[src/rtl/if_fetch_stage.sv]
// ---------------------------------------------------------------------------
// if_fetch_stage
//
// Purpose:
//   Two-wide instruction fetch stage, the producer side of the fetch buffer.
//   It holds the architectural fetch PC and issues one aligned 8-byte
//   I-memory read per cycle. Each returned block is split into up to two
//   instruction slots (slot 0 = older). The stage applies static branch
//   prediction to each slot and stops fetching at a HALT instruction. The
//   PC only advances when the fetch buffer accepts the slots (fetch_en).
//
// Ports:
//   clock              system clock
//   reset              synchronous, active-high reset
//   en                 global stall; when low, all state holds
//   fetch_en           fetch buffer accepted this cycle's valid slots
//   rollback_en        flush/redirect request, wins over en and fetch_en
//   rollback_pc        redirect PC used with rollback_en
//   Imem2proc_data     8-byte block; [31:0] at addr, [63:32] at addr+4
//   Imem_valid         Imem2proc_data is valid this cycle
//   proc2Imem_addr     8-byte aligned fetch address
//   if_PC_out          per-slot instruction PC
//   if_NPC_out         per-slot PC+4
//   if_IR_out          per-slot instruction word
//   if_target_out      per-slot predicted next PC
//   if_valid_inst_out  per-slot valid
//   halted             fetch has stopped on a HALT instruction
// ---------------------------------------------------------------------------
module if_fetch_stage #(
    parameter int          NUM_SUPER = 2,
    parameter logic [63:0] RESET_PC  = 64'h0,
    parameter logic [31:0] HALT_INST = 32'h0000_0000
) (
    input  logic                        clock,
    input  logic                        reset,
    input  logic                        en,
    input  logic                        fetch_en,
    input  logic                        rollback_en,
    input  logic [63:0]                 rollback_pc,
    input  logic [63:0]                 Imem2proc_data,
    input  logic                        Imem_valid,
    output logic [63:0]                 proc2Imem_addr,
    output logic [NUM_SUPER-1:0][63:0]  if_PC_out,
    output logic [NUM_SUPER-1:0][63:0]  if_NPC_out,
    output logic [NUM_SUPER-1:0][31:0]  if_IR_out,
    output logic [NUM_SUPER-1:0][63:0]  if_target_out,
    output logic [NUM_SUPER-1:0]        if_valid_inst_out,
    output logic                        halted
);

    localparam logic [0:0] STATE_RUN    = 1'b0;
    localparam logic [0:0] STATE_HALTED = 1'b1;

    logic [63:0] pc;
    logic [0:0]  state;

    logic [63:0] aligned_pc;
    logic [63:0] slot0_pc, slot1_pc;
    logic [63:0] slot0_npc, slot1_npc;
    logic [31:0] slot0_ir, slot1_ir;
    logic [63:0] slot0_target, slot1_target;
    logic        slot0_taken, slot1_taken;
    logic        slot0_halt, slot1_halt;
    logic        fetch_ok;
    logic        slot0_valid, slot1_valid;
    logic        any_valid;
    logic        go_halt;
    logic [63:0] next_pc;

    // Static prediction: unconditional BR/BSR are always taken, conditional
    // branches are taken only when the displacement is negative (loops).
    function automatic logic predict_taken(input logic [31:0] ir);
        logic [5:0] opcode;
        opcode = ir[31:26];
        predict_taken = (opcode == 6'h30) || (opcode == 6'h34) ||
                        ((opcode[5:3] == 3'b111) && ir[20]);
    endfunction

    // Branch displacement is a word count; shift to bytes and sign extend.
    function automatic logic [63:0] branch_disp(input logic [31:0] ir);
        branch_disp = {{41{ir[20]}}, ir[20:0], 2'b00};
    endfunction

    // Slot formation, prediction and HALT detection. The valid bits are
    // built only from PC, state, rollback and I-memory inputs, never from
    // fetch_en, because the fetch buffer derives fetch_en from them.
    always_comb begin
        aligned_pc   = pc & ~64'h7;
        slot0_pc     = aligned_pc;
        slot1_pc     = aligned_pc + 64'd4;
        slot0_npc    = aligned_pc + 64'd4;
        slot1_npc    = aligned_pc + 64'd8;
        slot0_ir     = Imem2proc_data[31:0];
        slot1_ir     = Imem2proc_data[63:32];

        slot0_taken  = predict_taken(slot0_ir);
        slot1_taken  = predict_taken(slot1_ir);
        slot0_target = slot0_taken ? (slot0_npc + branch_disp(slot0_ir)) : slot0_npc;
        slot1_target = slot1_taken ? (slot1_npc + branch_disp(slot1_ir)) : slot1_npc;
        slot0_halt   = (slot0_ir == HALT_INST);
        slot1_halt   = (slot1_ir == HALT_INST);

        fetch_ok     = (state == STATE_RUN) && Imem_valid && !rollback_en;

        // A PC in the upper half of the block only fetches slot 1.
        slot0_valid  = fetch_ok && !pc[2];
        // A taken branch or HALT in slot 0 kills the younger slot.
        slot1_valid  = fetch_ok && !(slot0_valid && (slot0_taken || slot0_halt));
        any_valid    = slot0_valid || slot1_valid;

        // The youngest valid slot decides where fetch continues; a HALT is
        // never a branch, so its target is already its NPC.
        next_pc      = slot1_valid ? slot1_target : slot0_target;
        go_halt      = (slot0_valid && slot0_halt) || (slot1_valid && slot1_halt);
    end

    // Drive the fetch-buffer interface; invalid slots present all zeros.
    always_comb begin
        proc2Imem_addr    = aligned_pc;
        halted            = (state == STATE_HALTED);
        if_valid_inst_out = '0;
        if_PC_out         = '0;
        if_NPC_out        = '0;
        if_IR_out         = '0;
        if_target_out     = '0;
        if (slot0_valid) begin
            if_valid_inst_out[0] = 1'b1;
            if_PC_out[0]         = slot0_pc;
            if_NPC_out[0]        = slot0_npc;
            if_IR_out[0]         = slot0_ir;
            if_target_out[0]     = slot0_target;
        end
        if (slot1_valid) begin
            if_valid_inst_out[1] = 1'b1;
            if_PC_out[1]         = slot1_pc;
            if_NPC_out[1]        = slot1_npc;
            if_IR_out[1]         = slot1_ir;
            if_target_out[1]     = slot1_target;
        end
    end

    // PC and run/halt state. Rollback is the only way out of HALTED and
    // acts even while the pipeline is stalled.
    always_ff @(posedge clock) begin
        if (reset) begin
            pc    <= RESET_PC;
            state <= STATE_RUN;
        end else if (rollback_en) begin
            pc    <= rollback_pc;
            state <= STATE_RUN;
        end else if (en && fetch_en && any_valid) begin
            pc <= next_pc;
            if (go_halt) begin
                state <= STATE_HALTED;
            end
        end
    end

endmodule

[config.mk]
export PLATFORM = sky130hd
export DESIGN_NAME = if_fetch_stage
export DESIGN_NICKNAME = d
export VERILOG_FILES = /design/src/rtl/if_fetch_stage.sv
export SDC_FILE = /design/constraint.sdc
export NUM_CORES = 1
export LEC_CHECK = 0
export CORE_AREA = 2 2 252 254
export DETAILED_ROUTE_END_ITERATION = 12
export DIE_AREA = 0 0 254 256
export GPL_ROUTABILITY_DRIVEN = 0
export GPL_TIMING_DRIVEN = 1
export RECOVER_POWER = 100
export SETUP_SLACK_MARGIN = 0.4
export SLEW_MARGIN = 5
export SYNTH_ARGS = -nofsm -noshare
export SYNTH_HDL_FRONTEND = slang
export SYNTH_SLANG_ARGS = --single-unit
[constraint.sdc]
create_clock -name clock -period 7.09 [get_ports clock]
set_clock_uncertainty 0.15 [all_clocks]
set_input_delay 1.0635 -clock clock [delete_from_list [all_inputs] [get_ports clock]]
set_output_delay 1.0635 -clock clock [all_outputs]
set_load 0.03 [all_outputs]
* Word-level counts from Yosys, hierarchy flattened
Index checks and enable logic that the tools add are counted.
Word-level totals: logic and storage cells 54, output and inout port bits 515, register bits after elaboration 65
Operators by class: mux-type cells 15, equal/unequal tests 6, reductions and logical operators 26, add/subtract/negate cells 4, bitwise operators 1
Operators with widths (number):
- $mux W64 | 11
- $add A64 B64 Y64 | 2
- $add A64 B3 Y64 const B | 1
- $add A64 B4 Y64 const B | 1
- $logic_not A32 Y1 | 2
- $mux W32 | 2
- $eq A6 B6 Y1 const B | 4
- $logic_and A1 B1 Y1 | 11
- $logic_or A1 B1 Y1 | 7
- $eq A3 B3 Y1 const B | 2
- $logic_not A1 Y1 | 3
- $mux W1 | 2
- $reduce_and A2 Y1 | 1
- $reduce_bool A2 Y1 | 1
- $reduce_or A2 Y1 | 1
- $not A1 Y1 | 1

* Longest topological paths before layout
Gate-level depths: netlist of the first run.
depth after elaboration 11, depth in mapped cells 23, gate-level depth less buffers 20

* Worst setup path after synthesis of the first run
No wires, ideal clock.
path type register to output, start reg pc[5], end out if_target_out[127] in the netlist's numbering, data arrival time 4.660 ns, slack 1.217 ns, stages on the path, launching flop included 24, path through dfxtp_1 -> buf_2 -> and4_1 -> and3_1 -> buf_2 -> nand4_1 -> nor2_2 -> nand4_1 -> or2_2 -> xor2_1 -> inv_1 -> ha_1 -> buf_2 -> nand4_1 -> or4_1 -> nand2b_1 -> o22ai_1 -> o21ai_0 -> nand3b_1 -> a31oi_1 -> xnor2_1 -> nand2_1 -> xnor2_1 -> nor2_1
RTL lines:
- start: declaration | RTL line 54 | logic [63:0] pc;
- start signal: assignment | RTL line 149 | pc <= rollback_pc;
- start signal: assignment | RTL line 152 | pc <= next_pc;
- end: declaration | RTL line 46 | output logic [NUM_SUPER-1:0][63:0] if_target_out,

==> metrics.md, run 1 <==
| Metric | Value |
|---|---|
| R2R Path End | pc[63]$_SDFFE_PP0P_ |
| Crit path top cell by count | nand4_1 |
| GR Overflow Total | 0 |
| WHS Path Cells | 2 |
| Die area | 65,000 µm² |
| R2R depth | 21 |
| Reg clk slew, reported paths | 0.07 ns |
| Routed wire per std cell | 23.5 µm |
| Hold path start | pc[2]$_SDFFE_PP0P_ |
| Mean Syn Cell Area | 6.53 µm² |
| Largest net degree at the start of global routing | 74 |
| Deepest clock path buffer count | 2 |
| Worst path bufs/invs | 2 |
| RSZ-0062 raised after global routing | true |
| Initial core utilization | 26.8% |
| DIE HEIGHT | 256 µm |
| Antenna violations before repair | 23 |
| Outcome | complete, but fails checks |
| Total Routing Usage GR | 26.6% |
| Area after DPL | 23,100 µm² |
| Cell leakage power | 10.8 nW |
| Sequential share of power | 15.7% |
| Sink Count | 63 |
| Critical path's slowest cell | or4_4 |
| First-pass GRT wire length | 130 mm |
| DRT Pass-1 Iters | 5 |
| Int Pwr | 1.29 mW |
| Failing checks | capacitance limit, slew limit |
| Tightest Pin Transition | 3.00 ns |
| Iteration-0 DRC Markers | 1,604 |
| WS Path Type | flop to primary output |
| Post-synth cell types | 95 |
| Highest Clock Rate | 146 MHz |
| Tmin final | 6.84 ns |
| H-tree depth | 3 |
| WL final | 90.8 mm |
| Rows | 92 |
| MaxCap Viol Count | 1 |
| Mapped cell area | 16,700 µm² |
| IO Count | 649 |
| Sw Ratio | 50.5% |
| Worst Setup End Kind | primary output |
| Commonest register cell after synthesis | dfxtp_1 |
| Area Overhead vs Synth | 40.2% |
| Clock buffer count from CTS | 9 |
| WP data arrival | 5.62 ns |
| Asr flop ratio synth | 0% |
| Worst path cell trace | and4_1, and3_2, nand4_1, nor2_1, nand4_1, or2_2, xor2_2, inv_1, ha_1, nand4_1, or4_4, nand2b_1, o22ai_1, o21ai_0, nand3b_1, a31oi_1, xnor2_1, nand2_1, xnor2_1, nor2_1, buf_12 |
| Critical path fanouts, max | 4 |
| Final Hold Fails | 0 |
| Top Family by Delay on Critical Path | simple AND/OR/NAND/NOR gates |
| WHS Endpoint | pc[2]$_SDFFE_PP0P_ |
| I/O Buffers | 629 |
| Top post-synthesis cells by area | ha_1 9.5%, and2_1 8.1%, dfxtp_1 7.6% |
| Vias | 20,600 |
| Top-area cell type share of the netlist area | 9.51% |
| Root buffer cell | clkbuf_16 |
| DP Wirelength | 74.8 mm |
| Final #Nets | 3,258 |
| Final setup viols | 0 |
| #FFs+latches synth | 63 |
| CP startpoint kind | flop |
| Antenna Nets Post-Route | 0 |
| Cell area after layout | 23,400 µm² |
| Share of post-route cells with drive strength above 1 | 7.83% |
| # fillers | 6,782 |
| Die Wd | 254 µm |
| Critical Path RT | 5.88 ns |
| DRC Markers | 0 |
| Core area | 62,400 µm² |
| Area of the multi-input gates | 13,400 µm² |
| Power per cell area | 111 nW/µm² |
| Vias in the first global route | 18,900 |
| Max-slew headroom | -100% |
| Clk pwr share | 18.2% |
| Vias per inst | 5.34 |
| Part of the power in combinational logic | 66.1% |
| Switching power | 1.32 mW |
| Area occupied by registers | 1260 µm² |
| Peak supply drop | 0.0899 mV |
| Hold Path Class | flop to flop |
| Post-synth EDFFs | 0 |
| Gate Count Post-Synth | 2,557 |
| CTS tree | done |
| Pins over their slew limit | 56 |
| Largest area contributor in the netlist | ha_1 |
| Worst r2r src | pc[13]$_SDFFE_PP0P_ |
| R2R Setup Slk | 1.46 ns |
| Setup TNS | 0 ns |
| Seq/Total Area, Yosys | 7.55% |
| Largest stage delay, worst path | 0.62 ns |
| Skew-Pair Late Insertion Delay | 0.35 ns |
| Final period utilization | 96.4% |
| Yosys warns | 0 |
per-layer routing:
layer | track usage (%) | vias to the layer above | share of wire (%)
li1 | - | 9783 | -
met1 | 37.0 | 9682 | 44
met2 | 40.6 | 1008 | 43
met3 | 6.74 | 125 | 10
met4 | 6.86 | 18 | 2.6
met5 | 0 | - | 0.13
sequential cells by signal, indices dropped and copies added, names as in the netlist:
register  cells
halted        1
pc           62
cell usage after synthesis, types with 25 or more instances:
library cell,count
a211oi_1,62
a21o_1,69
a21oi_1,235
and2_1,217
and3_1,31
buf_2,47
buf_4,150
clkbuf_1,124
dfxtp_1,63
ha_1,127
inv_1,85
nand2_1,197
nand3_1,46
nand4_1,61
nor2_1,292
nor3_1,44
o21ai_0,139
o21bai_1,25
or3_1,28
xnor2_1,100
xor2_1,72
layout make-up:
cell class              count  area share, %
clock inverters             6          0.294
multi-input cells        2090           57.3
well taps                 846           4.52
flip-flops and latches     63           5.39
diodes                     14          0.150
inverters                  87           1.40
clock buffers              10           1.02
repair buffers            744           29.9
power groups by stage:
stage	Clock [mW]	Combinational, mW	Sequential [mW]
after floorplan	0	1.12	0.416
after global placement	0	1.72	0.414
after detailed placement	0	1.72	0.414
after CTS	0.482	1.73	0.406
after global routing	0.492	1.84	0.410
final	0.475	1.72	0.407
per-stage QoR:
| step | worst slack, ns | util (%) | hold slack (ns) | power (mW) | cells |
|---|---|---|---|---|---|
| after floorplan | 1.22 | - | 0.365 | 1.53 | 2573 |
| after global placement | 0.462 | 37.0 | 0.395 | 2.13 | 3826 |
| after detailed placement | 0.463 | 37.0 | 0.405 | 2.13 | 3826 |
| after CTS | 0.279 | 37.6 | 0.412 | 2.62 | 3843 |
| after global routing | 0.114 | 37.5 | 0.469 | 2.74 | 3853 |
| final | 0.253 | 37.5 | 0.403 | 2.60 | 3860 |
placed cells by master (no fill, tap or decap), drive strengths merged, types with 25 or more instances in the layout:
cell type / instances
and3: 31
a211oi: 68
inv: 87
xor2: 72
xnor2: 100
nand2: 197
o21bai: 25
ha: 127
nand3: 47
buf: 145
a21o: 70
clkbuf: 42
clkdlybuf4s50: 134
nor2: 294
dfxtp: 63
o21ai: 164
dlygate4sd3: 429
and2: 218
nor3: 48
nand4: 62
or3: 28
a21oi: 238
logic make-up (layout without fill, tap and decap cells):
group,after synthesis,count (layout),share of synthesized area (%)
adders and majority gates,129,129,9.75
other,1,31,0.0225
and+or+nand+nor,1004,1004,30.2
DFF,63,63,7.55
xor gates and xnor gates,172,172,9.02
buffers and inverters,420,847,13.3
AOI/OAI and AO/OA,750,750,29.1
muxes,18,18,1.08
how the worst max path moves through the flow:
stage / from / end / slack (ns) / depth (start not counted)
final: pc[13]$_SDFFE_PP0P_ / if_target_out[127] / 0.25 / 21
after detailed placement: Imem2proc_data[17] / if_target_out[63] / 0.46 / 12
after global routing: pc[13]$_SDFFE_PP0P_ / if_target_out[127] / 0.11 / 21
after global placement: Imem2proc_data[17] / if_target_out[63] / 0.46 / 12
after CTS: pc[26]$_SDFFE_PP0P_ / if_target_out[127] / 0.28 / 19
after floorplan: pc[5]$_SDFFE_PP0P_ / if_target_out[127] / 1.22 / 23
worst min-delay path, stage by stage (launching register included):
cell and delay [ns]:
dfxtp_1 0.32, o221ai_1 0.14, a21oi_1 0.05
timing repair:
| action | CTS | global route |
|---|---|---|
| gates resized for setup | 11 | 39 |
| pin swaps | 1 | 5 |
| buffers inserted | 1 | 3 |
| hold buffers | 0 | 0 |
| endpoints found under the setup margin | 12 | 37 |
No activity file was read; power rests on OpenSTA's default activity.
==> run 2: changes to the inputs <==
--- a/config.mk
+++ b/config.mk
@@ -10,7 +10,6 @@
 export DIE_AREA = 0 0 254 256
 export GPL_ROUTABILITY_DRIVEN = 0
 export GPL_TIMING_DRIVEN = 1
-export RECOVER_POWER = 100
 export SETUP_SLACK_MARGIN = 0.4
 export SLEW_MARGIN = 5
 export SYNTH_ARGS = -nofsm -noshare
==> run 2 against run 1 <==
Compared with the run above:
- the flow now finishes without violations
- die area is the same
- critical path depth is the same
- largest power group unchanged
- first-iteration DRC count grew 2.6%
- routed wire length is essentially flat
- non-clock buffer count is the same
- core utilization grew 0.36 points
- clock power is essentially flat
==> metrics.md, run 2 (same netlist as run 1, synthesis figures left out) <==
| Metric | Value |
|---|---|
| Tmin final | 6.64 ns |
| CTS tree | done |
| Most frequent cells in the layout | 563 x clkdlybuf4s50_1, 290 x nor2_1, 235 x a21oi_1, 217 x and2_1, 197 x nand2_1 |
| DIE HEIGHT | 256 µm |
| Die Wd | 254 µm |
| Routed wire per std cell | 23.6 µm |
| First-pass GRT wire length | 130 mm |
| Critical path fanouts, max | 4 |
| WS Path Type | flop to primary output |
| Biggest register | pc |
| Largest net degree at the start of global routing | 74 |
| R2R Path End | pc[63]$_SDFFE_PP0P_ |
| CP startpoint kind | flop |
| Antenna violations before repair | 20 |
| Final #Nets | 3,258 |
| Worst setup margin | 0.447 ns |
| I/O Buffers | 629 |
| WHS Path Cells | 2 |
| WHS Endpoint | pc[2]$_SDFFE_PP0P_ |
| Most common cell after layout, fill and taps aside | clkdlybuf4s50_1 |
| Iteration-0 DRC Markers | 1,646 |
| Antenna Nets Post-Route | 0 |
| Cell leakage power | 9.69 nW |
| Rows | 92 |
| Vias per inst | 5.35 |
| Deepest clock path buffer count | 2 |
| DRC Markers | 0 |
| Worst r2r src | pc[13]$_SDFFE_PP0P_ |
| WL final | 90.9 mm |
| Hold Path Class | flop to flop |
| Tightest Pin Transition | 0.962 ns |
| Vias in the first global route | 18,900 |
| Worst Setup End Kind | primary output |
| Area after DPL | 23,100 µm² |
| RSZ-0062 raised after global routing | true |
| Setup TNS | 0 ns |
| Final period utilization | 93.7% |
| DRT Pass-1 Iters | 5 |
| Peak supply drop | 0.0908 mV |
| MaxCap Viol Count | 0 |
| Largest register FFs | 62 |
| Final setup viols | 0 |
| GR Overflow Total | 0 |
| Share of post-route cells with drive strength above 1 | 9.00% |
| Reg clk slew, reported paths | 0.06 ns |
| R2R depth | 21 |
| Setup Slack @ Placement | 0.463 ns |
| Core area | 62,400 µm² |
| Final Hold Fails | 0 |
| Area Overhead vs Synth | 41.5% |
| Skew-Pair Late Insertion Delay | 0.36 ns |
| Root buffer cell | clkbuf_16 |
| R2R Setup Slk | 1.66 ns |
| H-tree depth | 3 |
| Outcome | complete, no violations |
| Highest Clock Rate | 151 MHz |
| Initial core utilization | 26.8% |
| Total Routing Usage GR | 26.6% |
| Sink Count | 63 |
| Hold path start | pc[2]$_SDFFE_PP0P_ |
| Power per cell area | 112 nW/µm² |
| Pins over their slew limit | 0 |
| Die area | 65,000 µm² |
| IO Count | 649 |
| Max-slew headroom | 35.5% |
| WP data arrival | 5.43 ns |
| Clock buffer count from CTS | 9 |
| Cell area after layout | 23,600 µm² |
| Critical Path RT | 5.88 ns |
| Vias | 20,700 |
| DP Wirelength | 74.8 mm |
run 2: changes by cell type in the layout (fill, tap and decap cells not counted), sizes merged:
| cell | delta |
|---|---|
| dlymetal6s2s | +6 |
| clkinvlp | -1 |
| inv | +1 |
| buf | +25 |
| clkdlybuf4s50 | +429 |
| dlygate4sd3 | -429 |
| diode | -3 |
| clkbuf | -31 |
run 2: worst max path at each step:
stage	startpoint	to	cells past startpoint
after floorplan	pc[5]$_SDFFE_PP0P_	if_target_out[127]	23
after global placement	Imem2proc_data[17]	if_target_out[63]	12
after detailed placement	Imem2proc_data[17]	if_target_out[63]	12
after CTS	pc[26]$_SDFFE_PP0P_	if_target_out[127]	19
after global routing	pc[13]$_SDFFE_PP0P_	if_target_out[127]	21
final	pc[13]$_SDFFE_PP0P_	if_target_out[127]	21
run 2: what timing repair did:
item | in CTS | in global routing
setup buffers | 1 | 3
hold buffers | 0 | 0
gates resized for setup | 11 | 39
pin swaps | 1 | 5
setup endpoints to repair | 12 | 37
run 2: final cells by class:
type	count	area [µm²]
Tap cell	846	1060
Sequential cell	63	1260
Clock buffer	10	239
Fill cell	6746	38700
Multi-Input combinational cell	2090	13500
Timing Repair Buffer	744	7170
Clock inverter	6	68.8
Antenna cell	11	27.5
Inverter	87	329
run 2: report_power, final:
| group | leakage (nW) | total, mW | internal (mW) | switching (mW) |
|---|---|---|---|---|
| logic | 9.03 | 1.77 | 0.664 | 1.10 |
| clock network | 0.137 | 0.476 | 0.283 | 0.193 |
| registers | 0.522 | 0.408 | 0.379 | 0.0289 |
| total | 9.69 | 2.65 | 1.33 | 1.32 |
run 2: metrics by stage:
| stage | std cells | total power, mW | hold WS [ns] | util, % |
|---|---|---|---|---|
| after floorplan | 2573 | 1.53 | 0.365 | - |
| after global placement | 3826 | 2.13 | 0.395 | 37.0 |
| after detailed placement | 3826 | 2.13 | 0.405 | 37.0 |
| after CTS | 3843 | 2.62 | 0.412 | 37.6 |
| after global routing | 3853 | 2.79 | 0.469 | 37.9 |
| final | 3857 | 2.65 | 0.404 | 37.9 |
run 2: critical path, stage by stage, from the launching register on:
cell	delay, ns
dfxtp_1	0.34
and4_1	0.29
and3_2	0.28
nand4_1	0.27
nor2_2	0.18
nand4_1	0.16
or2_2	0.33
xor2_2	0.18
inv_1	0.07
ha_1	0.30
nand4_1	0.16
or4_4	0.62
nand2b_1	0.23
o22ai_2	0.23
o21ai_0	0.20
nand3b_1	0.20
a31oi_1	0.12
xnor2_1	0.29
nand2_1	0.11
xnor2_1	0.15
nor2_1	0.19
buf_12	0.15
run 2: layer usage:
metal	GRT usage, %	up-vias	wire length (µm)
li1	-	9804	-
met1	37.0	9714	40100
met2	40.6	1001	39200
met3	6.74	111	9150
met4	6.86	20	2240
met5	0	-	129
==> run 3: changes to the inputs <==
--- a/config.mk
+++ b/config.mk
@@ -5,9 +5,10 @@
 export SDC_FILE = /design/constraint.sdc
 export NUM_CORES = 1
 export LEC_CHECK = 0
-export CORE_AREA = 2 2 252 254
+export CORE_AREA = 2 2 254 256
 export DETAILED_ROUTE_END_ITERATION = 12
-export DIE_AREA = 0 0 254 256
+export DIE_AREA = 0 0 256 258
+export DONT_BUFFER_PORTS = 1
 export GPL_ROUTABILITY_DRIVEN = 0
 export GPL_TIMING_DRIVEN = 1
 export SETUP_SLACK_MARGIN = 0.4
==> run 3 against run 2 <==
Compared with the run above:
- flip-flop and latch count unchanged
- sequential share of layout area rose by 1.9 points
- non-clock buffer count is 625 lower
- critical path type unchanged
- setup slack improved by 0.15 ns
- sequential power about the same
- core utilization is 11 points lower
- die area is 1.6% higher
==> metrics.md, run 3 (same netlist as run 1, synthesis figures left out) <==
| Metric | Value |
|---|---|
| Largest net degree at the start of global routing | 89 |
| Power per cell area | 134 nW/µm² |
| Peak supply drop | 0.0957 mV |
| DRT Pass-1 Iters | 5 |
| Tightest Pin Transition | 1.22 ns |
| Int Pwr | 1.11 mW |
| Area Overhead vs Synth | 3.96% |
| Pins over their slew limit | 0 |
| Sw Ratio | 52.6% |
| Initial core utilization | 26.2% |
| MaxCap Viol Count | 0 |
| Most frequent cells in the layout | 291 x nor2_1, 234 x a21oi_1, 217 x and2_1, 197 x nand2_1, 138 x o21ai_0 |
| CP startpoint kind | flop |
| Final #Nets | 2,633 |
| R2R Path End | pc[63]$_SDFFE_PP0P_ |
| Top Family by Delay on Critical Path | simple AND/OR/NAND/NOR gates |
| Largest stage delay, worst path | 0.70 ns |
| Vias per inst | 5.78 |
| WHS Path Cells | 2 |
| Final period utilization | 91.6% |
| Highest Clock Rate | 154 MHz |
| Largest register FFs | 62 |
| Critical Path RT | 5.88 ns |
| Vias | 18,700 |
| Rows | 93 |
| Outcome | complete, no violations |
| H-tree depth | 3 |
| Die Wd | 256 µm |
| Clock buffer count from CTS | 9 |
| R2R Setup Slk | 1.70 ns |
| Worst path bufs/invs | 1 |
| GR Overflow Total | 0 |
| Root buffer cell | clkbuf_16 |
| Core area | 63,600 µm² |
| Hold Path Class | flop to flop |
| Antenna violations before repair | 19 |
| Skew-Pair Late Insertion Delay | 0.35 ns |
| Worst Setup End Kind | primary output |
| RSZ-0062 raised after global routing | true |
| Setup TNS | 0 ns |
| Deepest clock path buffer count | 2 |
| WHS Endpoint | pc[2]$_SDFFE_PP0P_ |
| Most common cell after layout, fill and taps aside | nor2_1 |
| Post-CTS Hold Buffers | 0 |
| Worst r2r src | pc[25]$_SDFFE_PP0P_ |
| Part of the power in combinational logic | 62.1% |
| Critical path's slowest cell | or4_1 |
| Hold path start | pc[2]$_SDFFE_PP0P_ |
| WL final | 86.4 mm |
| Critical Path Start | pc[25]$_SDFFE_PP0P_ |
| Biggest register | pc |
| Final cell count without fillers | 3,241 |
| Reg clk slew, reported paths | 0.06 ns |
| Vias in the first global route | 16,900 |
| Max-slew headroom | 18.4% |
| Worst path cell trace | and4_1, and3_1, nand3_2, or4_1, nor2_1, xor2_1, ha_2, nand4_1, or4_1, nand2b_1, o22ai_1, o21ai_0, nand3b_1, a31oi_1, xnor2_1, nand2_1, xnor2_1, nor2_1, buf_4 |
| First-pass GRT wire length | 121 mm |
| Tmin final | 6.50 ns |
| Total Routing Usage GR | 24.5% |
| R2R depth | 19 |
| Cell total after placement | 3,211 |
| I/O Buffers | 0 |
| DIE HEIGHT | 258 µm |
| Hold Slack | 0.432 ns |
| Critical path fanouts, max | 8 |
| Antenna Nets Post-Route | 0 |
| Final setup viols | 0 |
| Final Hold Fails | 0 |
| Iteration-0 DRC Markers | 1,977 |
| IO Count | 649 |
| Switching power | 1.23 mW |
| Clk pwr share | 20.3% |
| WS Path Type | flop to primary output |
| DRC Markers | 0 |
| DP Wirelength | 70.1 mm |
| Post-route core utilization | 27.3% |
| WP data arrival | 5.28 ns |
| Die area | 66,000 µm² |
| Routed wire per std cell | 26.6 µm |
| Power, Total | 2.33 mW |
| CTS tree | done |
| Share of post-route cells with drive strength above 1 | 9.27% |
| Cell leakage power | 7.22 nW |
| Sequential share of power | 17.6% |
| Sink Count | 63 |
==> run 3: layout make-up <==
class	instances	area, µm²
Sequential cell	63	1260
Clock buffer	12	256
Timing Repair Buffer	119	893
Inverter	87	333
Multi-Input combinational cell	2090	13500
Tap cell	855	1070
Clock inverter	3	42.5
Fill cell	7120	46300
Antenna cell	12	30.0
==> run 3: through the flow <==
step | area, µm² | setup WS, ns
6_report | 17400 | 0.595
3_3_place_gp | 16900 | 0.722
2_1_floorplan | 16800 | 1.22
4_1_cts | 17200 | 0.430
3_5_place_dp | 16900 | 0.759
5_1_grt | 17400 | 0.319
==> run 3: power by group through the flow <==
stage                     Clock (mW)  Sequential (mW)  Combinational (mW)
final                          0.474            0.411                1.45
after CTS                      0.476            0.409                1.41
after floorplan                    0            0.416                1.12
after detailed placement           0            0.417                1.40
after global placement             0            0.416                1.40
after global routing           0.487            0.413                1.55
==> run 3: worst max path at each step <==
stage	slack (ns)	to	cells past startpoint
detailed placement	0.76	if_target_out[127]	20
global placement	0.72	if_target_out[127]	21
CTS	0.43	if_target_out[127]	20
global route	0.32	if_target_out[127]	22
finish	0.59	if_target_out[127]	19
floorplan	1.22	if_target_out[127]	23
==> run 3: per-layer routing <==
metal	wire [µm]	global-route usage [%]	vias up
met5	108	0	-
met4	2950	8.38	18
met3	11400	9.71	151
met2	35500	35.5	1093
met1	36400	32.8	8935
li1	-	-	8531
==> run 3: what timing repair did <==
item                       4_1_cts  5_1_grt
resized for setup                0       16
cloned                           0        0
setup endpoints to repair        2        8
buffers inserted                 1        2
pin swaps                        1        3
==> run 3: worst min-delay path, delay by kind of cell (launching register included) <==
kind | cells | cell delay, ns
flops | 1 | 0.33
compound gates | 2 | 0.21
==> edit (flow settings as in run 2) <==
Reset style: asynchronous (`reset`), changed in one clocked block. Comments in the files are not updated.
--- a/src/rtl/if_fetch_stage.sv
+++ b/src/rtl/if_fetch_stage.sv
@@ -141,7 +141,7 @@
 
     // PC and run/halt state. Rollback is the only way out of HALTED and
     // acts even while the pipeline is stalled.
-    always_ff @(posedge clock) begin
+    always_ff @(posedge clock or posedge reset) begin
         if (reset) begin
             pc    <= RESET_PC;
             state <= STATE_RUN;
Check against the original RTL: not equivalent (a bounded check fails within 4 cycles, from zero or initial values and one cycle with reset high; the reset may be asserted at any time).
==> edit against run 2 <==
- synthesized area increased by 0.54%
- routed wire length decreased by 0.46%
- hold slack got worse by 0.016 ns
- non-clock buffer count decreased by 17
- clock power decreased by 11%
- die area unchanged
- final area decreased by 1.1%
- cell count decreased by 1.1%
- power increased by 29%
- fmax increased by 2.5%
- sequential share of layout area increased by 1.4 points
- setup slack improved by 0.16 ns
- sequential cell count unchanged
==> edit: results (changes against run 2) <==
stage;metric;value;unit;change
setup_path;worstReg2RegStart;pc[7]$_DFFE_PP0P_;;
setup_path;r2r_slack;1.93;ns;+0.27 ns
finish;seq_share;0.0676;;+0.0142
yosys;synth_commonest_cells;nor2_1 (272), a21oi_1 (239), and2_1 (239), nand2_1 (229), buf_4 (148);;
worst_hold_path;hp-start;halted$_DFFE_PP0P_;;
timing;relSlewSlack;0.350;;-0.00470
worst_hold_path;whs_path_depth;1;;-1
yosys;muxShareOfSynthArea;0.0171;;+0.00628
global_routing;grtUsageMet3;0.0384;;-0.0290
setup_path;reg2reg_depth;15;;-29%
power;p_leak;9.56;nW;-1.4%
placement;place_ws;0.463;ns;-0.000416 ns
clock_tree;cts_resized;3;;-8
yosys;synth-compound-area-share;0.274;;-0.0176
finish;clkbuf_count;11;;+1
setup_path;timing.rr.end;pc[30]$_DFFE_PP0P_;;
global_routing;use_met1;0.388;;+0.0187
finish;instances_no_fill;3816;;-1.1%
outcome;status;finished, final reports clean;;
finish;layout-drive-gt1-share;0.112;;+0.0218
yosys;ys_seq_area_frac;0.0939;;+0.0184
clock_tree;clock_latency;0.35;ns;
setup_path;cp_max_fo;4;;unchanged
route;via_count;20500;;-0.59%
global_routing;grt_pass1_vias;18400;;-3.1%
setup_path;arrival;5.27;ns;-0.16 ns
route;wl_met1;41800;um;+4.1%
finish;nNonClkInverters;78;;-10%
yosys;async_flop_share;1.00;;+1.00
yosys;ys_types;90;;-5.3%
finish;largest_reg_flops;62;;unchanged
global_routing;grt_pass1_wl;130000;um;-0.26%
finish;layout.nets;3221;;-1.1%
worst_hold_path;holdPathEnd;halted$_DFFE_PP0P_;;
route;wl_met3;7040;um;-23%
yosys;synth_fa_ha_area_frac;0.0970;;-0.000523
finish;multi_input_area;13400;um^2;-0.50%
finish;nMultiInputCombCells;2079;;-0.53%
route;first_iter_violations;1607;;-2.4%
finish;n_fill_cell;6657;;-1.3%
power;vdd_ir_drop_max;0.115;mV;+26%
yosys;syn_avg_cell_area;6.67;um^2;+2.1%
finish;final-clk-cell-share;0.0117;;-0.00136
global_routing;met2_usage;0.410;;+0.00455
placement;dp_hpwl;73800;um;-1.3%
route;wl;90400;um;-0.46%
==> edit: cell types whose count changed after synthesis, sizes merged, moves of 9 or more <==
cell / change
a21o: -25
dfrtp: +63
inv: -10
o21ai: -12
and2: +21
nor2: -22
o31ai: +9
nand4: -12
buf: -22
nand3: +9
or3: -9
a211oi: -14
nand2: +32
dfxtp: -63
==> edit: where the power goes <==
part | total [mW] | leakage [nW] | switching, mW | internal, mW
Clock | 0.425 | 0.130 | 0.173 | 0.251
Sequential | 0.468 | 0.734 | 0.0712 | 0.396
Combinational | 2.54 | 8.69 | 1.60 | 0.940
==> edit: worst max-delay path, cell delays in order <==
cell and delay [ns]:
clkdlybuf4s50_1 0.53, ha_1 0.43, a21oi_1 0.11, buf_4 0.17
a2111oi_1 0.50, buf_4 0.22, nand3_1 0.06, a31oi_1 0.18
a211oi_2 0.11, o21bai_1 0.37, a21oi_1 0.14, xor2_1 0.19
o21ai_0 0.34, and2_1 0.18, clkdlybuf4s50_1 0.68
==> edit: worst max-delay path by stage <==
stage / startpoint / end / slack (ns) / depth (start not counted)
3_3_place_gp: Imem2proc_data[8] / if_target_out[59] / 0.52 / 13
3_5_place_dp: pc[7]$_DFFE_PP0P_ / if_target_out[123] / 0.46 / 19
6_report: Imem2proc_data[14] / if_target_out[45] / 0.61 / 15
5_1_grt: pc[4]$_DFFE_PP0P_ / if_target_out[123] / 0.41 / 20
4_1_cts: pc[3]$_DFFE_PP0P_ / if_target_out[123] / 0.36 / 20
2_1_floorplan: pc[3]$_DFFE_PP0P_ / if_target_out[125] / 1.29 / 18
==> edit: stage by stage <==
step	hold WS, ns	area (um^2)
2_1_floorplan	0.359	16900
3_3_place_gp	0.366	22800
3_5_place_dp	0.371	22800
4_1_cts	0.389	23100
5_1_grt	0.417	23400
6_report	0.388	23400
